File: config.mk
export PLATFORM = sky130hd
export DESIGN_NAME = mem_responder
export DESIGN_NICKNAME = d
export VERILOG_FILES = /design/src/rtl/mem_pkg.sv /design/src/rtl/byte_ram.sv /design/src/rtl/mem_responder.sv
export SDC_FILE = /design/constraint.sdc
export NUM_CORES = 2
export LEC_CHECK = 0
export CAP_MARGIN = 20
export CORE_AREA = 2 2 517 467
export CTS_CLUSTER_SIZE = 16
export DETAILED_ROUTE_END_ITERATION = 16
export DIE_AREA = 0 0 519 469
export DONT_BUFFER_PORTS = 1
export GPL_ROUTABILITY_DRIVEN = 0
export PLACE_DENSITY = 0.51
export SYNTH_ARGS = -nofsm -noshare
export SYNTH_HDL_FRONTEND = slang
export SYNTH_SLANG_ARGS = --single-unit
File: constraint.sdc
create_clock -name clk -period 2.6 [get_ports clk]
set_input_delay 0.26 -clock clk [delete_from_list [all_inputs] [get_ports clk]]
set_output_delay 0.26 -clock clk [all_outputs]
set_load 0.03 [all_outputs]
File: src/rtl/mem_pkg.sv
// Shared types and constants for the CPU data-memory responder.
// Read-state encoding, bus widths and default stack bases.
package mem_pkg;

    localparam int ADDR_W = 32;
    localparam int DATA_W = 8;

    localparam logic [ADDR_W-1:0] OP_STACK_BASE   = 32'h0000_00AA;
    localparam logic [ADDR_W-1:0] CALL_STACK_BASE = 32'h0000_0055;

    typedef enum logic [1:0] {
        IDLE  = 2'd0,
        WAIT  = 2'd1,
        READY = 2'd2,
        GAP   = 2'd3
    } rd_state_e;

    // True when a byte address falls inside an array of the given depth.
    function automatic logic in_range(
        input logic [ADDR_W-1:0] a,
        input int unsigned       depth
    );
        return (a < depth);
    endfunction

endpackage

File: src/rtl/byte_ram.sv
// Byte array with one write port and a read port driven by a held address.
// Contents are not reset; the image is preloaded through the init port.
module byte_ram
    import mem_pkg::*;
#(
    parameter int DEPTH = 256,
    parameter int AW    = 8
) (
    input  logic              clk,
    input  logic              i_we,
    input  logic [AW-1:0]     i_waddr,
    input  logic [DATA_W-1:0] i_wdata,
    input  logic [AW-1:0]     i_raddr,
    output logic [DATA_W-1:0] o_rdata
);

    logic [DATA_W-1:0] r_mem [DEPTH];

    // Commit at most one byte per edge.
    always_ff @(posedge clk) begin
        if (i_we) begin
            r_mem[i_waddr] <= i_wdata;
        end
    end

    // Pre-edge contents, so a same-edge write is not seen by the reader.
    assign o_rdata = r_mem[i_raddr];

endmodule

File: src/rtl/mem_responder.sv
// Memory-bus responder: fixed-latency reads with a one-cycle ready pulse,
// single-cycle writes, a preload port and a sticky out-of-range flag.
module mem_responder
    import mem_pkg::*;
#(
    parameter int DEPTH        = 256,
    parameter int READ_LATENCY = 1
) (
    input  logic              clk,
    input  logic              rst_n,
    input  logic [ADDR_W-1:0] addr,
    input  logic [DATA_W-1:0] data_in,
    output logic [DATA_W-1:0] data_out,
    input  logic              memory_read_en,
    input  logic              memory_write_en,
    output logic              memory_ready,
    input  logic              init_en,
    input  logic [ADDR_W-1:0] init_addr,
    input  logic [DATA_W-1:0] init_data,
    output logic              oob_err
);

    localparam int AW = (DEPTH > 1) ? $clog2(DEPTH) : 1;
    localparam logic [3:0] CNT_LOAD = 4'(READ_LATENCY - 1);

    rd_state_e         r_state;
    rd_state_e         w_state_nxt;
    logic [3:0]        r_cnt;
    logic [3:0]        w_cnt_nxt;
    logic [ADDR_W-1:0] r_req_addr;
    logic [ADDR_W-1:0] w_req_nxt;
    logic [ADDR_W-1:0] w_rd_addr;
    logic              w_rd_req;
    logic              w_load;
    logic              w_rd_ok;
    logic [DATA_W-1:0] w_rd_data;
    logic [DATA_W-1:0] r_data_out;
    logic              r_oob;

    logic              w_we;
    logic              w_wr_oob;
    logic [AW-1:0]     w_waddr;
    logic [DATA_W-1:0] w_wdata;

    // Read FSM state, down-counter and latched request address.
    always_ff @(posedge clk or negedge rst_n) begin
        if (!rst_n) begin
            r_state    <= IDLE;
            r_cnt      <= 4'd0;
            r_req_addr <= '0;
        end else begin
            r_state    <= w_state_nxt;
            r_cnt      <= w_cnt_nxt;
            r_req_addr <= w_req_nxt;
        end
    end

    // Next state; w_load marks the edge that enters READY and loads data.
    always_comb begin
        w_state_nxt = r_state;
        w_cnt_nxt   = r_cnt;
        w_req_nxt   = r_req_addr;
        w_load      = 1'b0;
        w_rd_req    = 1'b0;
        // X or Z from a halted initiator falls through as not-asserted.
        if (memory_read_en == 1'b1) begin
            w_rd_req = 1'b1;
        end
        unique case (r_state)
            IDLE: begin
                if (w_rd_req) begin
                    w_req_nxt = addr;
                    if (READ_LATENCY <= 1) begin
                        w_state_nxt = READY;
                        w_load      = 1'b1;
                    end else begin
                        w_cnt_nxt   = CNT_LOAD;
                        w_state_nxt = WAIT;
                    end
                end
            end
            WAIT: begin
                w_cnt_nxt = r_cnt - 4'd1;
                if (r_cnt == 4'd1) begin
                    w_state_nxt = READY;
                    w_load      = 1'b1;
                end
            end
            READY: w_state_nxt = GAP;
            GAP:   w_state_nxt = IDLE;
            default: w_state_nxt = IDLE;
        endcase
    end

    // With latency 1 the byte is fetched on the accepting edge itself.
    assign w_rd_addr = (r_state == IDLE) ? addr : r_req_addr;
    assign w_rd_ok   = in_range(w_rd_addr, DEPTH);

    // Init port has priority; a losing bus write is dropped silently.
    always_comb begin
        w_we     = 1'b0;
        w_wr_oob = 1'b0;
        w_waddr  = addr[AW-1:0];
        w_wdata  = data_in;
        if (init_en == 1'b1) begin
            w_waddr = init_addr[AW-1:0];
            w_wdata = init_data;
            if (in_range(init_addr, DEPTH)) begin
                w_we = 1'b1;
            end else begin
                w_wr_oob = 1'b1;
            end
        end else if (memory_write_en == 1'b1) begin
            if (in_range(addr, DEPTH)) begin
                w_we = 1'b1;
            end else begin
                w_wr_oob = 1'b1;
            end
        end
    end

    byte_ram #(
        .DEPTH (DEPTH),
        .AW    (AW)
    ) u_ram (
        .clk     (clk),
        .i_we    (w_we),
        .i_waddr (w_waddr),
        .i_wdata (w_wdata),
        .i_raddr (w_rd_addr[AW-1:0]),
        .o_rdata (w_rd_data)
    );

    // Read data holds until the next READY; oob flag is sticky.
    always_ff @(posedge clk or negedge rst_n) begin
        if (!rst_n) begin
            r_data_out <= '0;
            r_oob      <= 1'b0;
        end else begin
            if (w_load) begin
                r_data_out <= w_rd_ok ? w_rd_data : '0;
            end
            if ((w_load && !w_rd_ok) || w_wr_oob) begin
                r_oob <= 1'b1;
            end
        end
    end

    assign data_out     = r_data_out;
    assign oob_err      = r_oob;
    assign memory_ready = (r_state == READY);

endmodule

# After elaboration in Yosys (flattened, before gate mapping)
# Memories as Yosys holds them, arrays and structs flattened.
# Index checks and enable logic that the tools add are counted.
dict set report totals {
  word_cells 43
  in_bits 85
  regBits 47
  n_memories 1
  ramBits 2048
}
dict set report op_classes {
  n_mux 21
  n_eq_ne 6
  n_lt_le_gt_ge 3
  n_reduce_logical 6
  addsub 1
}
# name depth word_bits read_ports rd_clocked_by_memory_dff wr line
set mem_list {}
lappend mem_list {u_ram.r_mem 256 8 1 0 1 byte_ram.sv:17} ;# logic [DATA_W-1:0] r_mem [DEPTH];
# op count
set ops {}
lappend ops {{$lt 32x9->1 const B} 3}
lappend ops {{$mux 32} 1}
lappend ops {{$mux 8} 3}
lappend ops {{$mux 1} 13}
lappend ops {{$pmux 2 s4} 1}
lappend ops {{$eq 2x2->1 const B} 2}
lappend ops {{$eq 4x1->1 const B} 1}
lappend ops {{$mux 2} 2}
lappend ops {{$ne 2x2->1 const B} 2}
lappend ops {{$reduce_and 2->1} 2}
lappend ops {{$sub 4x1->4 const B} 1}
lappend ops {{$eq 2x1->1 const B} 1}
lappend ops {{$logic_not 2->1} 1}
lappend ops {{$pmux 1 s2} 1}
lappend ops {{$logic_and 1x1->1} 1}
lappend ops {{$logic_not 1->1} 1}
lappend ops {{$logic_or 1x1->1} 1}

# Depth between registers and ports, before layout
dict set report depth {
  word_depth 6
  ltp_mapped 15
  depth_no_buf 11
}

# Modules after synthesis
# A second synthesis with hierarchy kept.
dict set report hier_totals {
  hier_cells 3918
  hier_area_um2 81918.6
}
# mod seq_area_each_um2 area_per_inst_um2 n_inst cells_per_inst
set by_module_without_submodules {}
lappend by_module_without_submodules {byte_ram 61499.0 79396.1 1 3725}
lappend by_module_without_submodules {mem_responder 1176.1 2522.4 1 193}

# Worst setup path before layout
# Ideal clock, no wire load.
dict set report synth_timing {
  path_type {input -> register}
  from {input port init_en}
  to {memory u_ram.r_mem[0][0], data pin}
  stages 5
  arrival_ns 3.239
  required_ns 2.044
  n_path_buf 4
  path_slack_ns -1.195
  cell_sequence {clkbuf_1 -> clkbuf_1 -> clkbuf_1 -> buf_1 -> mux2_2}
}
dict set report synth_between {
  elab_chain_len 1
}
# element line
set synth_lines {}
lappend synth_lines {{from (decl)} mem_responder.sv:17} ;# input logic init_en,
lappend synth_lines {{$mux 8} mem_responder.sv:105} ;# if (init_en == 1'b1) begin
lappend synth_lines {{net u_ram.i_wdata[0]} byte_ram.sv:12} ;# input logic [DATA_W-1:0] i_wdata,
lappend synth_lines {{to (decl)} byte_ram.sv:17}
# The timed path passes the listed nets, and every way through them passes these cells.

# Worst setup path after layout
dict set report layout_timing {
  from {register r_state[0]}
  to {register r_data_out[5] (netlist: data_out[5])}
}
dict set report layout_between {
  elab_chain_len 4
  elab_cells_between_ends 7
  cone_classes {order compare (1); eq/ne (1); mux (3); reduce/logical (1); memory (1)}
}
# element line
set layout_lines {}
lappend layout_lines {{from (decl)} mem_responder.sv:26} ;# rd_state_e r_state;
lappend layout_lines {{from (signal assigned)} mem_responder.sv:52} ;# r_state <= w_state_nxt;
lappend layout_lines {{$logic_not 2->1} {mem_responder.sv:69, mem_responder.sv:96}}
lappend layout_lines {{$mux 32} mem_responder.sv:96} ;# assign w_rd_addr = (r_state == IDLE) ? addr : r_req_addr;
lappend layout_lines {{$mem_v2 256x8 / $lt 32x9->1 (equally long branches)} --}
lappend layout_lines {{$mux 8} mem_responder.sv:141} ;# r_data_out <= w_rd_ok ? w_rd_data : '0;
lappend layout_lines {{to (signal assigned)} mem_responder.sv:141}
lappend layout_lines {{to (decl)} mem_responder.sv:37} ;# logic [DATA_W-1:0] r_data_out;
# Several ways; a longest one is shown, not always the timed one.
# A chain may end at the register's enable or synchronous reset.

==> results.py <==
metrics = {
    "status": {
        "failed_checks": "negative setup slack",
        "status": "finished, violations left",
    },
    "cts": {
        "cts_buffer_depth": 3,
        "root_buffer": "clkbuf_16",
        "cts_buffers": 205,
        "clkTransAtPathRegs_ns": 0.06,
        "insertion_delay_ns": 0.83,
        "cts_tree": "yes",
        "ctsHtreeMaxLevel": 4,
        "numClockSinks": 2095,
    },
    "floorplanning": {
        "io_pins": 95,
        "rows": 170,
        "dieArea_mm2": 0.243,
        "fp.dieH_um": 469,
        "start_util_pct": 34.9,
        "core_area_mm2": 0.238,
        "die_w_um": 519,
    },
    "critical_path": {
        "r2r-start": "r_state[0]$_DFFE_PN0P_",
        "crit_start": "r_state[0]$_DFFE_PN0P_",
        "ff2ff_setup_slack_ns": -0.93,
        "worst_setup_path_end_kind": "flop",
        "crit_type": "flop to flop",
        "cp_slowest_cell": "nand4_1",
        "crit_fanout": 17,
        "start_kind": "flop",
        "r2r_end": "data_out[5]$_DFFE_PN0P_",
        "crit_chain": "or3b_4 > and2_4 > buf_6 > buf_16 > and3_1 > a311oi_4 > a31oi_2 > o211ai_1 > nand4_1 > nand3_1",
        "r2r_cells": 10,
        "crit_arrival_ns": 4.29,
        "max_stage_delay_ns": 0.60,
        "critPathRequiredTime_ns": 3.35,
    },
    "routing": {
        "vias_per_cell": 5.46,
        "drc": 0,
        "drt_iter0_drc": 6788,
        "dr.pass1.iters": 6,
        "wirelength_mm": 284,
        "vias": 53600,
        "ant_nets": 0,
        "wl_per_cell_um": 28.9,
    },
    "yosys": {
        "synth_edf_count": 2048,
        "syn_inst": 5398,
        "yosys_warnings": 0,
        "syn-num-nets": 5485,
        "synth.area.top_cells": "edfxtp_1, nand2_1, mux4_2",
        "synth.distinct_cells": 83,
        "ys_ff_latch": 2095,
        "synth.largest_area_cell": "edfxtp_1",
        "synth_ff_type": "edfxtp_1",
        "avgSynthCellArea_um2": 15.4,
        "async_flop_share_pct": 2.24,
        "synth_top_area_share_pct": 74.1,
        "yosysSeqAreaShare_pct": 75.5,
        "netlist_area_mm2": 0.0830,
    },
    "global_route": {
        "grt_max_degree": 164,
        "grtUsageTotal_pct": 22.6,
        "grt_antenna_before_repair": 11,
        "grt_pass1_vias": 51600,
        "grt_pass1_wl_mm": 394,
        "overflow": 0,
    },
    "timing": {
        "setup_slack_ns": -0.935,
        "fin_crit_ns": 3.53,
        "drv_slew": 0,
        "setup_violations": 8,
        "max_freq_mhz": 283,
        "hold_viol": 0,
        "skew_ns": 0.0340,
        "min_period_over_period_pct": 136,
        "tightestPinTransition_ns": 1.19,
        "rsz0062_at_grt": "yes",
        "holdWs_ns": 0.0358,
        "slew_headroom_pct": 20.4,
    },
    "run": {
        "timing.max_cap.violations": 0,
    },
    "final_layout": {
        "finalNetCount": 6554,
        "syn_to_final_growth_pct": 27.3,
        "drive_gt1_share_pct": 29.1,
        "utilization_pct": 44.4,
        "final_common_cell": "edfxtp_1",
        "mostFrequentLayoutCells": "edfxtp_1, nand2_1, buf_4, nand3_1, nor2_1",
    },
    "place": {
        "pre_cts_slack_ns": -1.60,
        "dpl.hpwl_mm": 186,
        "port_buffers": 0,
    },
    "pwr": {
        "pwr_density_cell_mw_per_mm2": 1170,
        "leakagePower_nw": 36.0,
        "ir_worst_vdd_v": 0.000748,
    },
    "min_path": {
        "min_path_type": "input pin to async pin",
    },
}
flip-flops by register name, indices dropped and copies added, names as in the netlist:
name and count:
oob_err 1, data_out 8, r_cnt 4, r_req_addr 32
u_ram.r_mem 2048, r_state 2
worst max-delay path, delay by kind of cell, from the launching register on:
kind	cells	cell delay (ns)
AND/OR/NAND/NOR	5	1.68
AO/OA/AOI/OAI	3	0.91
flip-flops	1	0.46
buffers and inverters	2	0.37
cells in the mapped netlist, drive strengths merged (3+ instances only):
master   instances
o211ai           9
o2111ai          5
nor3            31
inv              8
a221oi           3
a211oi          26
a22oi           56
a41oi            3
nand2         1091
a32oi          110
nor2           312
or2              7
a21oi           86
nand3b           3
dfrtp           47
mux2            42
o221ai           7
nand3          356
o21a             3
and2             8
or4              4
or3              6
a311oi          19
and3            25
a22o             4
clkbuf         111
a2111oi          5
mux4           144
o31ai            5
a31oi          125
o21ai           41
or3b             3
nand4           68
nor4            38
and4b            6
buf            229
a221o            3
a32o             8
edfxtp        2048
o22ai           32
mux2i          207
nand2b          23
area by class of cell:
cell class                 instances  area, um2
timing repair buffer            1201      12200
inverter                           9       33.8
multi-input combinational       2955      20100
fill                           21300     132000
antenna                            5       12.5
clock buffer                     261       5430
sequential                      2095      62700
clock inverter                   120       1120
tap                             3182       3980
per-stage QoR:
stage / TNS, ns / power (mW) / instance area (um2) / std cells
global route: -6.79 / 128 / 106000 / 9824
CTS: -6.89 / 120 / 104000 / 9761
floorplan: -229.90 / 62.1 / 83400 / 5398
detailed placement: -142.39 / 86.4 / 95600 / 9291
global placement: -138.41 / 86.3 / 95600 / 9289
finish: -6.63 / 124 / 106000 / 9828
routing by layer:
metal  global-route usage, %  vias up  routed length (um)
li1                        -    22900                   -
met1                    32.5    27800              122000
met2                    35.4     2535              130000
met3                    3.80      375               23500
met4                    6.38        2                9070
met5                       0        -                  13
what timing repair did:
action,4_1_cts,5_1_grt
cloned,11,13
resized for setup,183,152
buffers inserted,43,62
setup endpoints to repair,8,8
endpoints found under the hold margin,81,0
hold buffers,39,0
pin swaps,48,73
worst max path at each step:
stage / slack, ns / cells after the start / end
floorplan: -0.21 / 10 / u_ram.r_mem[114][0]$_DFFE_PP_
global placement: -2.06 / 12 / data_out[5]$_DFFE_PN0P_
detailed placement: -1.60 / 14 / data_out[5]$_DFFE_PN0P_
CTS: -0.92 / 13 / data_out[5]$_DFFE_PN0P_
global route: -0.91 / 14 / data_out[5]$_DFFE_PN0P_
finish: -0.93 / 10 / data_out[5]$_DFFE_PN0P_
cells by family after synthesis:
kind of cell,share of synthesized area [%]
compound gates,4.83
xor+xnor,0.0317
fa+ha+maj,0.0302
buf+inv,2.27
flops,75.5
mux,6.99
simple gates,10.3
report_power, final:
part / leakage (nW) / switching, mW / total, mW / internal [mW]
sequential: 19.0 / 0.258 / 37.9 / 37.6
combinational: 13.9 / 32.6 / 56.2 / 23.5
clock: 3.19 / 13.1 / 29.5 / 16.5
total: 36.0 / 45.9 / 124 / 77.6
Note: power is estimated with default switching activity, not from simulation.
